===== src/rtl/pipe_hazard_unit.sv =====
// Pipeline hazard unit: tracks EX/MA/WB destination tags, selects operand
// forwarding, and drives stall/flush/memory-wait controls for a 5-stage core.
module pipe_hazard_unit #(
  parameter int REG_IDX_W = 5,
  parameter int NUM_READ  = 2,
  parameter int MEM_WAIT  = 2,
  parameter int ZERO_REG  = 1
) (
  input  logic                          clk,
  input  logic                          rst_n,
  input  logic                          id_valid,
  input  logic [NUM_READ*REG_IDX_W-1:0] id_src_idx,
  input  logic [NUM_READ-1:0]           id_src_used,
  input  logic [REG_IDX_W-1:0]          id_dst_idx,
  input  logic                          id_dst_wr,
  input  logic                          id_is_load,
  input  logic                          id_mem_op,
  input  logic                          ex_branch_taken,
  output logic [2*NUM_READ-1:0]         fwd_sel,
  output logic                          stall_if,
  output logic                          stall_id,
  output logic                          flush_if_id,
  output logic                          flush_id_ex,
  output logic                          mem_busy
);

  localparam int CNT_W = (MEM_WAIT > 0) ? $clog2(MEM_WAIT + 1) : 1;

  typedef struct packed {
    logic                 valid;
    logic [REG_IDX_W-1:0] dst;
    logic                 wr;
    logic                 load;
    logic                 mem_op;
  } tag_t;

  tag_t             ex_q, ma_q, wb_q;
  tag_t             ex_d, ma_d, wb_d;
  tag_t             id_tag;
  logic [CNT_W-1:0] cnt_q, cnt_d;
  logic             load_use;
  logic             branch_flush;

  // A stage tag supplies a register only if it really writes it; the
  // hardwired zero register never produces a dependency.
  function automatic logic tag_hit(input tag_t t, input logic [REG_IDX_W-1:0] idx);
    return t.valid && t.wr && (t.dst == idx) && !((ZERO_REG != 0) && (idx == '0));
  endfunction

  assign id_tag       = '{valid: id_valid, dst: id_dst_idx, wr: id_dst_wr,
                          load: id_is_load, mem_op: id_mem_op};
  assign mem_busy     = (cnt_q != '0);
  assign branch_flush = ex_branch_taken && ex_q.valid;

  always_comb begin
    load_use = 1'b0;
    for (int k = 0; k < NUM_READ; k++) begin
      if (id_valid && id_src_used[k] && ex_q.load &&
          tag_hit(ex_q, id_src_idx[k*REG_IDX_W +: REG_IDX_W]))
        load_use = 1'b1;
    end
  end

  // Youngest producer wins; a load still in EX has no data to forward yet.
  always_comb begin
    fwd_sel = '0;
    for (int k = 0; k < NUM_READ; k++) begin
      if (id_src_used[k]) begin
        if (tag_hit(ex_q, id_src_idx[k*REG_IDX_W +: REG_IDX_W]) && !ex_q.load)
          fwd_sel[2*k +: 2] = 2'd1;
        else if (tag_hit(ma_q, id_src_idx[k*REG_IDX_W +: REG_IDX_W]))
          fwd_sel[2*k +: 2] = 2'd2;
        else if (tag_hit(wb_q, id_src_idx[k*REG_IDX_W +: REG_IDX_W]))
          fwd_sel[2*k +: 2] = 2'd3;
      end
    end
  end

  // Priority: memory wait freezes everything, then taken branch, then load-use.
  always_comb begin
    ex_d        = ex_q;
    ma_d        = ma_q;
    wb_d        = wb_q;
    cnt_d       = cnt_q;
    stall_if    = 1'b0;
    stall_id    = 1'b0;
    flush_if_id = 1'b0;
    flush_id_ex = 1'b0;
    if (mem_busy) begin
      stall_if = 1'b1;
      stall_id = 1'b1;
      cnt_d    = cnt_q - CNT_W'(1);
    end else begin
      wb_d = ma_q;
      ma_d = ex_q;
      ex_d = id_tag;
      if (ex_q.valid && ex_q.mem_op)
        cnt_d = CNT_W'(MEM_WAIT);
      if (branch_flush) begin
        flush_if_id = 1'b1;
        flush_id_ex = 1'b1;
        ex_d        = '0;
      end else if (load_use) begin
        stall_if = 1'b1;
        stall_id = 1'b1;
        ex_d     = '0;
      end
    end
  end

  always_ff @(posedge clk or negedge rst_n) begin
    if (!rst_n) begin
      ex_q  <= '0;
      ma_q  <= '0;
      wb_q  <= '0;
      cnt_q <= '0;
    end else begin
      ex_q  <= ex_d;
      ma_q  <= ma_d;
      wb_q  <= wb_d;
      cnt_q <= cnt_d;
    end
  end

endmodule

===== config.mk =====
export PLATFORM = sky130hd
export DESIGN_NAME = pipe_hazard_unit
export DESIGN_NICKNAME = d
export VERILOG_FILES = /design/src/rtl/pipe_hazard_unit.sv
export SDC_FILE = /design/constraint.sdc
export NUM_CORES = 1
export LEC_CHECK = 0
export CAP_MARGIN = 5
export CORE_AREA = 2 2 57 59
export CTS_BUF_LIST = sky130_fd_sc_hd__clkbuf_8
export CTS_CLUSTER_DIAMETER = 200
export CTS_CLUSTER_SIZE = 10
export DETAILED_ROUTE_END_ITERATION = 6
export DIE_AREA = 0 0 59 61
export HOLD_SLACK_MARGIN = 0.05
export MAX_ROUTING_LAYER = met4
export PLACE_DENSITY = 0.85
export RECOVER_POWER = 100
export SLEW_MARGIN = 40
export SYNTH_ARGS = -nofsm -noshare
export SYNTH_HDL_FRONTEND = slang
export SYNTH_SLANG_ARGS = --single-unit

===== constraint.sdc =====
create_clock -name clk -period 1.9 [get_ports clk]
set_input_delay 0.19 -clock clk [delete_from_list [all_inputs] [get_ports clk]]
set_output_delay 0.19 -clock clk [all_outputs]
set_load 0.01 [all_outputs]

* Word-level counts from Yosys, hierarchy flattened
Index checks and enable logic that the tools add are counted.
Storage, ports and cells: word-level logic and storage cells 70, output and inout port bits 9, flip-flop bits (word level) 25, bits of input ports 24
Cells by class: equality and inequality tests 6, add/sub/neg operators 1, muxes and demuxes 19, reductions and logical operators 32
Operators by type and width (count):
- 5-bit == test | 6
- 1-bit logical AND | 25
- 2-bit two-way mux | 10
- 9-bit two-way mux | 2
- 5-bit logical NOT | 2
- 1-bit two-way mux | 7
- 2-bit nonzero test | 2
- 1-bit logical NOT | 3
- 2-bit by 1-bit subtractor with 2-bit output (second input constant) | 1

* Longest topological paths before layout
Gate-level depths: netlist of run 1.
depth after elaboration 9, depth in mapped cells 6, depth with buffers taken out 5

* Least setup slack after synthesis of run 1
OpenSTA, ideal clock, no wires.
kind reg2out, start point reg ex_q[3] in the netlist's numbering, end point out stall_if, data arrival time 1.778 ns, path buffers 1, cell stages (with the launch flop) 7, required time 1.710 ns, setup slack -0.068 ns, path through dfrtp_1 xnor2_1 nand4_1 nor4_1 a21oi_1 o21ai_0 buf_4
Between the ends: cells in the longest elaborated chain, start to end 9, elaborated cells on any way between the ends 13, classes of those cells 2 x eq/ne; 5 x mux; 6 x reduce/logical
RTL lines:
- start: declaration | line 37 | tag_t ex_q, ma_q, wb_q;
- start signal: assignment | line 113 | ex_q <= '0;
- start signal: assignment | line 118 | ex_q <= ex_d;
- 5-bit == test | line 47 | return t.valid && t.wr && (t.dst == idx) && !((ZERO_REG != 0) && (idx == '0));
- 1-bit logical AND (2 in series) | line 47
- 1-bit logical AND | line 58 | if (id_valid && id_src_used[k] && ex_q.load &&
- 1-bit two-way mux | line 58
- 1-bit two-way mux (*) | line 58
- 1-bit two-way mux (*) (3 in series)
- end: declaration | line 20 | output logic stall_if,
Every way passes the cells marked *; elsewhere a longest branch is shown, timed or not.

* Worst setup path in the final report of run 1
start point reg ex_q[3] in the netlist's numbering, end point out stall_if
Between the ends: cells in the longest elaborated chain, start to end 9, elaborated cells on any way between the ends 13, classes of those cells 2 x eq/ne; 5 x mux; 6 x reduce/logical
RTL lines:
- 5-bit == test | line 47
- 1-bit logical AND (2 in series) | line 47
- 1-bit logical AND | line 58
- 1-bit two-way mux | line 58
- 1-bit two-way mux (*) | line 58
- 1-bit two-way mux (*) | line 103 | end else if (load_use) begin
- 1-bit two-way mux (*) | line 99 | if (branch_flush) begin
- 1-bit two-way mux (*) | line 89 | if (mem_busy) begin
Marked as above.

==> metrics.txt, run 1 <==
slowest CP cell dfrtp_1; Worst Hold Depth 2; slack of the critical path -271 ps; clock-pin slew on the worst setup and hold paths 90 ps; area leader, netlist dfrtp_1; Setup crit start kind register; width of the die 59 um; row count 20; reg2reg path depth 8; Setup CP Type reg2out; Post-DRT Antenna Nets 0; CP peak stage delay 410 ps; register area share after synthesis 41.8%; DR DRC count 0; Ys Warns 0; critical path capture point type output port; Sequential Power Share 31.0%; critical-path cell list xnor2_1, nand4_1, buf_4, nor4_4, a21oi_1, o21ai_1, buf_2; Layout Nets 256; vias in the first global route 1548; Critical Path Source ex_q[3]; CTS tree built; Num CTS Buffers 3; CTS sink cnt 25; Comb pwr share 59.8%; arrival time worst endpoint 1980 ps; failing checks setup timing; hold slack 509 ps; Synth-to-Final Area Change 67.4%; first-pass GRT wire length 7.74 mm; die height 61 um; top cell type's share of synthesized area 41.8%; MaxCap Viol Count 0; Hold Startpoint id_dst_idx[3]; pre-CTS setup slack -712 ps; Req. time, crit path 1710 ps; I/O Buffers 32; post-layout util 84.8%; RR Startpoint ex_q[3]; total gr overflow 0; largest net degree at the start of global routing 26; Slew headroom 6.81%; status complete, but fails checks; drt first-iter violations 83; peak supply drop 833 uV; Routed WL per cell 21.6 um; Synth cell types 37; HPWL after DPL 3.34 mm; leakage 0.00114 uW; Synth Instances 135; Async SR Flop Fraction 100%; final hold vios 0; synthesized flop and latch total 25; Skew-Pair Late Insertion Delay 270 ps; Routed WL 5.66 mm; unrepaired setup endpoints after global routing yes; Total Power 3460 uW; ranking of synthesized cells by area dfrtp_1 42%, xnor2_1 14%, mux2_2 9.0%; PwrDens 1380 nW/um^2; DRT Pass-1 Iters 4; P_sw 1380 uW; Top FF cell, synth dfrtp_1; initial antenna violation count 0; R2R setup slack -90 ps; Final Setup Violations 15; routed via count 1582; HP Class in2reg; EDFF count, synth 0; CTS Hold Bufs 0; Core Footprint 2950 um^2; clock share of power 9.2%; Synth Net Count 161; Cell Int Power 2080 uW; diodes inserted 0; fin crit share 114%; Mapped Area 1500 um^2; sw frac 39.8%; f_max 461 MHz; overall routing resource usage 31.5%; worst slew pin tran 1400 ps; Final Skew 2.84 ps; Synth Area per Inst 11.1 um^2; Slew Limit Fails 0; die area 3600 um^2; Via density 6.04; Max Buffers Root-to-Sink 2; largest fanout on the critical path 2; Initial Utilization 50.6%; placer congestion estimate 0.891; root buf cell clkbuf_8; Top-Level Pins 33; min cycle time layout 2170 ps; htree depth 1; share of cells above drive strength 1 51.1%
-- flip-flops by register name, summed over array words and instances (netlist names) --
| name | count |
|---|---|
| ex_q | 9 |
| ma_q | 7 |
| wb_q | 7 |
| cnt_q | 2 |
-- synthesized netlist by cell type (4+ instances only) --
library cell	instances
a22o_1	9
inv_1	8
nand2_1	5
nand4_1	5
mux2_2	12
xnor2_1	24
dfrtp_1	25
o21ai_0	4
-- cell type report --
cell class	count	area [um^2]
clock buffer	3	41.3
clock inverter	1	5.00
fill	156	449
inverter	8	30.0
multi-input combinational	97	997
sequential	25	628
tap	33	41.3
timing repair buffer	95	761
-- path summary, 6_finish.rpt --
kind	endpoint
setup / recovery	stall_if
hold / removal	ex_q[6]
setup reg to reg	ex_q[7]
hold reg to reg	wb_q[2]
max in group asynchronous	ex_q[6]
min in group asynchronous	wb_q[6]
-- logic make-up after synthesis --
| logic type | share of synthesized area (%) |
|---|---|
| and+or+nand+nor | 13.4 |
| xor gates and xnor gates | 15.8 |
| DFF | 41.8 |
| AOI/OAI and AO/OA | 13.8 |
| buffers and inverters | 3.77 |
| muxes | 9.71 |
| adders and majority gates | 1.67 |
-- worst max-delay path, delay by kind of cell, from the launching register on --
| kind | cells | cell delay (ps) |
|---|---|---|
| AOI/OAI and AO/OA | 2 | 250 |
| buffers and inverters | 2 | 360 |
| and+or+nand+nor | 2 | 440 |
| DFF | 1 | 410 |
| xor gates and xnor gates | 1 | 240 |
-- repair_timing --
action                                 4_1_cts  5_1_grt
resized for setup                           68       20
cloned                                       1        0
endpoints found under the hold margin        0        0
setup endpoints to repair                   15       17
buffers inserted                            11        3
pin swaps                                   22        9
-- per-stage QoR --
stage,instance area (um^2),setup TNS (ps),instances
floorplan,1500,0,135
global placement,2210,-8680,245
detailed placement,2210,-8940,245
CTS,2440,-959,259
global route,2500,-3220,262
finish,2500,-2080,262
-- power by group through the flow --
stage / combinational [uW] / sequential (uW) / clock (uW)
CTS: 1890 / 1020 / 319
global route: 2170 / 1090 / 353
detailed placement: 1720 / 1020 / 0
global placement: 1640 / 992 / 0
finish: 2070 / 1070 / 318
floorplan: 918 / 995 / 0
-- per-layer routing --
layer  global-route usage [%]  vias up  part of all wire, %
li1                         -      683                    -
met4                     14.3        0                  5.3
met1                     33.3      787                   36
met5                        -        -                    0
met3                     4.69       31                  4.9
met2                     57.6       81                   53
-- layout by cell type (no fill, tap or decap), types with 8 or more instances in the layout --
| master | instances |
|---|---|
| xnor2_2 | 9 |
| dfrtp_1 | 23 |
| xnor2_1 | 14 |
| a22o_1 | 9 |
| clkdlybuf4s50_1 | 13 |
| buf_4 | 53 |
| mux2_2 | 11 |
| inv_1 | 8 |
| buf_6 | 8 |
| buf_2 | 8 |
(Power assumes the default switching activity.)
==> run 2: changes to the inputs <==
- CORE_AREA: 2 2 57 59 -> 2 2 58 60
- CTS_BUF_LIST: sky130_fd_sc_hd__clkbuf_8 -> unset
- DIE_AREA: 0 0 59 61 -> 0 0 60 62
- GPL_TIMING_DRIVEN: unset -> 1
- PLACE_DENSITY: 0.85 -> 0.82
==> run 2 against run 1 <==
Against the previous run:
- the flow still finishes with violations (setup timing)
- clock power is 20% lower
- non-clock buffer count is 13 lower
- combinational power is 8% lower
- final area is 6.7% lower
- via count is 8.2% lower
- first-iteration DRC count is 45% lower
- clock-buffer cell count is 1 higher
- power is 7.8% lower
- critical path depth is 1 lower
- sequential power is 4% lower
- largest power group unchanged
==> metrics.txt, run 2 (synthesized netlist as in run 1, its figures left out) <==
status complete, but fails checks; failing checks setup timing; clock-pin slew on the worst setup and hold paths 150 ps; f_max 456 MHz; routed via count 1453; Total Power 3190 uW; leakage 0.00104 uW; slack of the critical path -295 ps; setup TNS -2110 ps; first-pass GRT wire length 7.25 mm; row count 21; arrival time worst endpoint 2010 ps; die height 62 um; final hold vios 0; Top-Level Pins 33; MaxCap Viol Count 0; unrepaired setup endpoints after global routing yes; crit path buf inv count 2; Initial Utilization 47.0%; overall routing resource usage 27.9%; initial antenna violation count 0; CTS sink cnt 25; Final Skew 9.88 ps; Final Setup Violations 17; Setup crit start kind register; drt first-iter violations 46; DRT Pass-1 Iters 4; Slew headroom 4.06%; critical-path cell list buf_4, xnor2_2, nand4_1, or2_4, o311a_2, buf_6; most common cell after layout, fill and taps aside buf_4; peak supply drop 807 uV; htree depth 1; diodes inserted 0; I/O Buffers 32; most frequent cells in the layout 45 x buf_4, 25 x dfrtp_1, 19 x xnor2_1; Max Buffers Root-to-Sink 2; share of cells above drive strength 1 44.4%; min cycle time layout 2200 ps; largest fanout on the critical path 2; Slew Limit Fails 0; slowest CP cell dfrtp_1; Num CTS Buffers 3; Req. time, crit path 1710 ps; width of the die 60 um; PwrDens 1370 nW/um^2; Routed WL per cell 18.8 um; Most flops, register ex_q; Synth-to-Final Area Change 56.2%; fin crit share 116%; placer congestion estimate 0.931; Largest register FFs 9; die area 3720 um^2; worst slew pin tran 1440 ps; total gr overflow 0; DR DRC count 0; CTS tree built; Largest regs ex_q x9, ma_q x7, wb_q x7; largest net degree at the start of global routing 26; Core Footprint 3180 um^2; HP Class in2reg; Top delay family on crit path flip-flops; Skew-Pair Late Insertion Delay 340 ps; vias in the first global route 1569; root buf cell clkbuf_4; CTS Hold Bufs 0; Routed WL 4.92 mm; critical path capture point type output port; HPWL after DPL 3.35 mm; Post-DRT Antenna Nets 0; Layout Nets 243; Setup CP Type reg2out; Via density 5.55; CP peak stage delay 440 ps
-- run 2: worst reg2reg max path, delay by kind of cell, from the launching register on --
kind       cells  cell delay [ps]
buf+inv        2              790
mux            1              430
fa+ha+maj      1              240
flops          1              410
-- run 2: power by group --
| group | internal, uW | switching [uW] | leakage, uW |
|---|---|---|---|
| logic | 1050 | 852 | 0.000714 |
| clock network | 82.5 | 172 | 0.0000150 |
| registers | 787 | 245 | 0.000312 |
-- run 2: layout make-up --
type	count	area, um^2
well taps	46	57.6
multi-input cells	97	940
repair buffers	82	657
clock buffers	4	26.3
inverters	8	30.0
fillers	206	843
flip-flops and latches	25	626
-- run 2: repair_timing --
item,in CTS,in global routing
gates cloned,1,0
resized for setup,52,17
pin swaps,17,7
buffers inserted,2,2
setup endpoints to repair,18,16
-- run 2: worst paths after layout --
kind | depth (start not counted) | start | slack (ps) | end
max | 6 | ex_q[6] | -300 | fwd_sel[3]
min reg2reg | 1 | cnt_q[0] | 540 | cnt_q[0]
min | 2 | id_dst_idx[3] | 440 | ex_q[6]
max in group asynchronous | 2 | rst_n | 360 | wb_q[6]
max reg2reg | 4 | cnt_q[0] | -70 | wb_q[7]
min in group asynchronous | 2 | rst_n | 700 | ex_q[4]
-- run 2: per-layer routing --
metal / global-route usage [%] / wire, um
met1: 30.3 / 1910
met2: 48.0 / 2600
met3: 3.31 / 213
met4: 18.4 / 194
met5: - / 0
-- run 2: through the flow --
step / area [um^2] / setup WS [ps] / cells / hold WS [ps] / utilization [%]
6_report: 2340 / -295 / 262 / 445 / 73.5
2_1_floorplan: 1500 / 41.7 / 135 / -106 / -
4_1_cts: 2260 / -293 / 260 / 210 / 71.2
3_3_place_gp: 2190 / -703 / 253 / 487 / 68.9
3_5_place_dp: 2190 / -752 / 253 / 497 / 68.9
5_1_grt: 2340 / -370 / 262 / 464 / 73.5
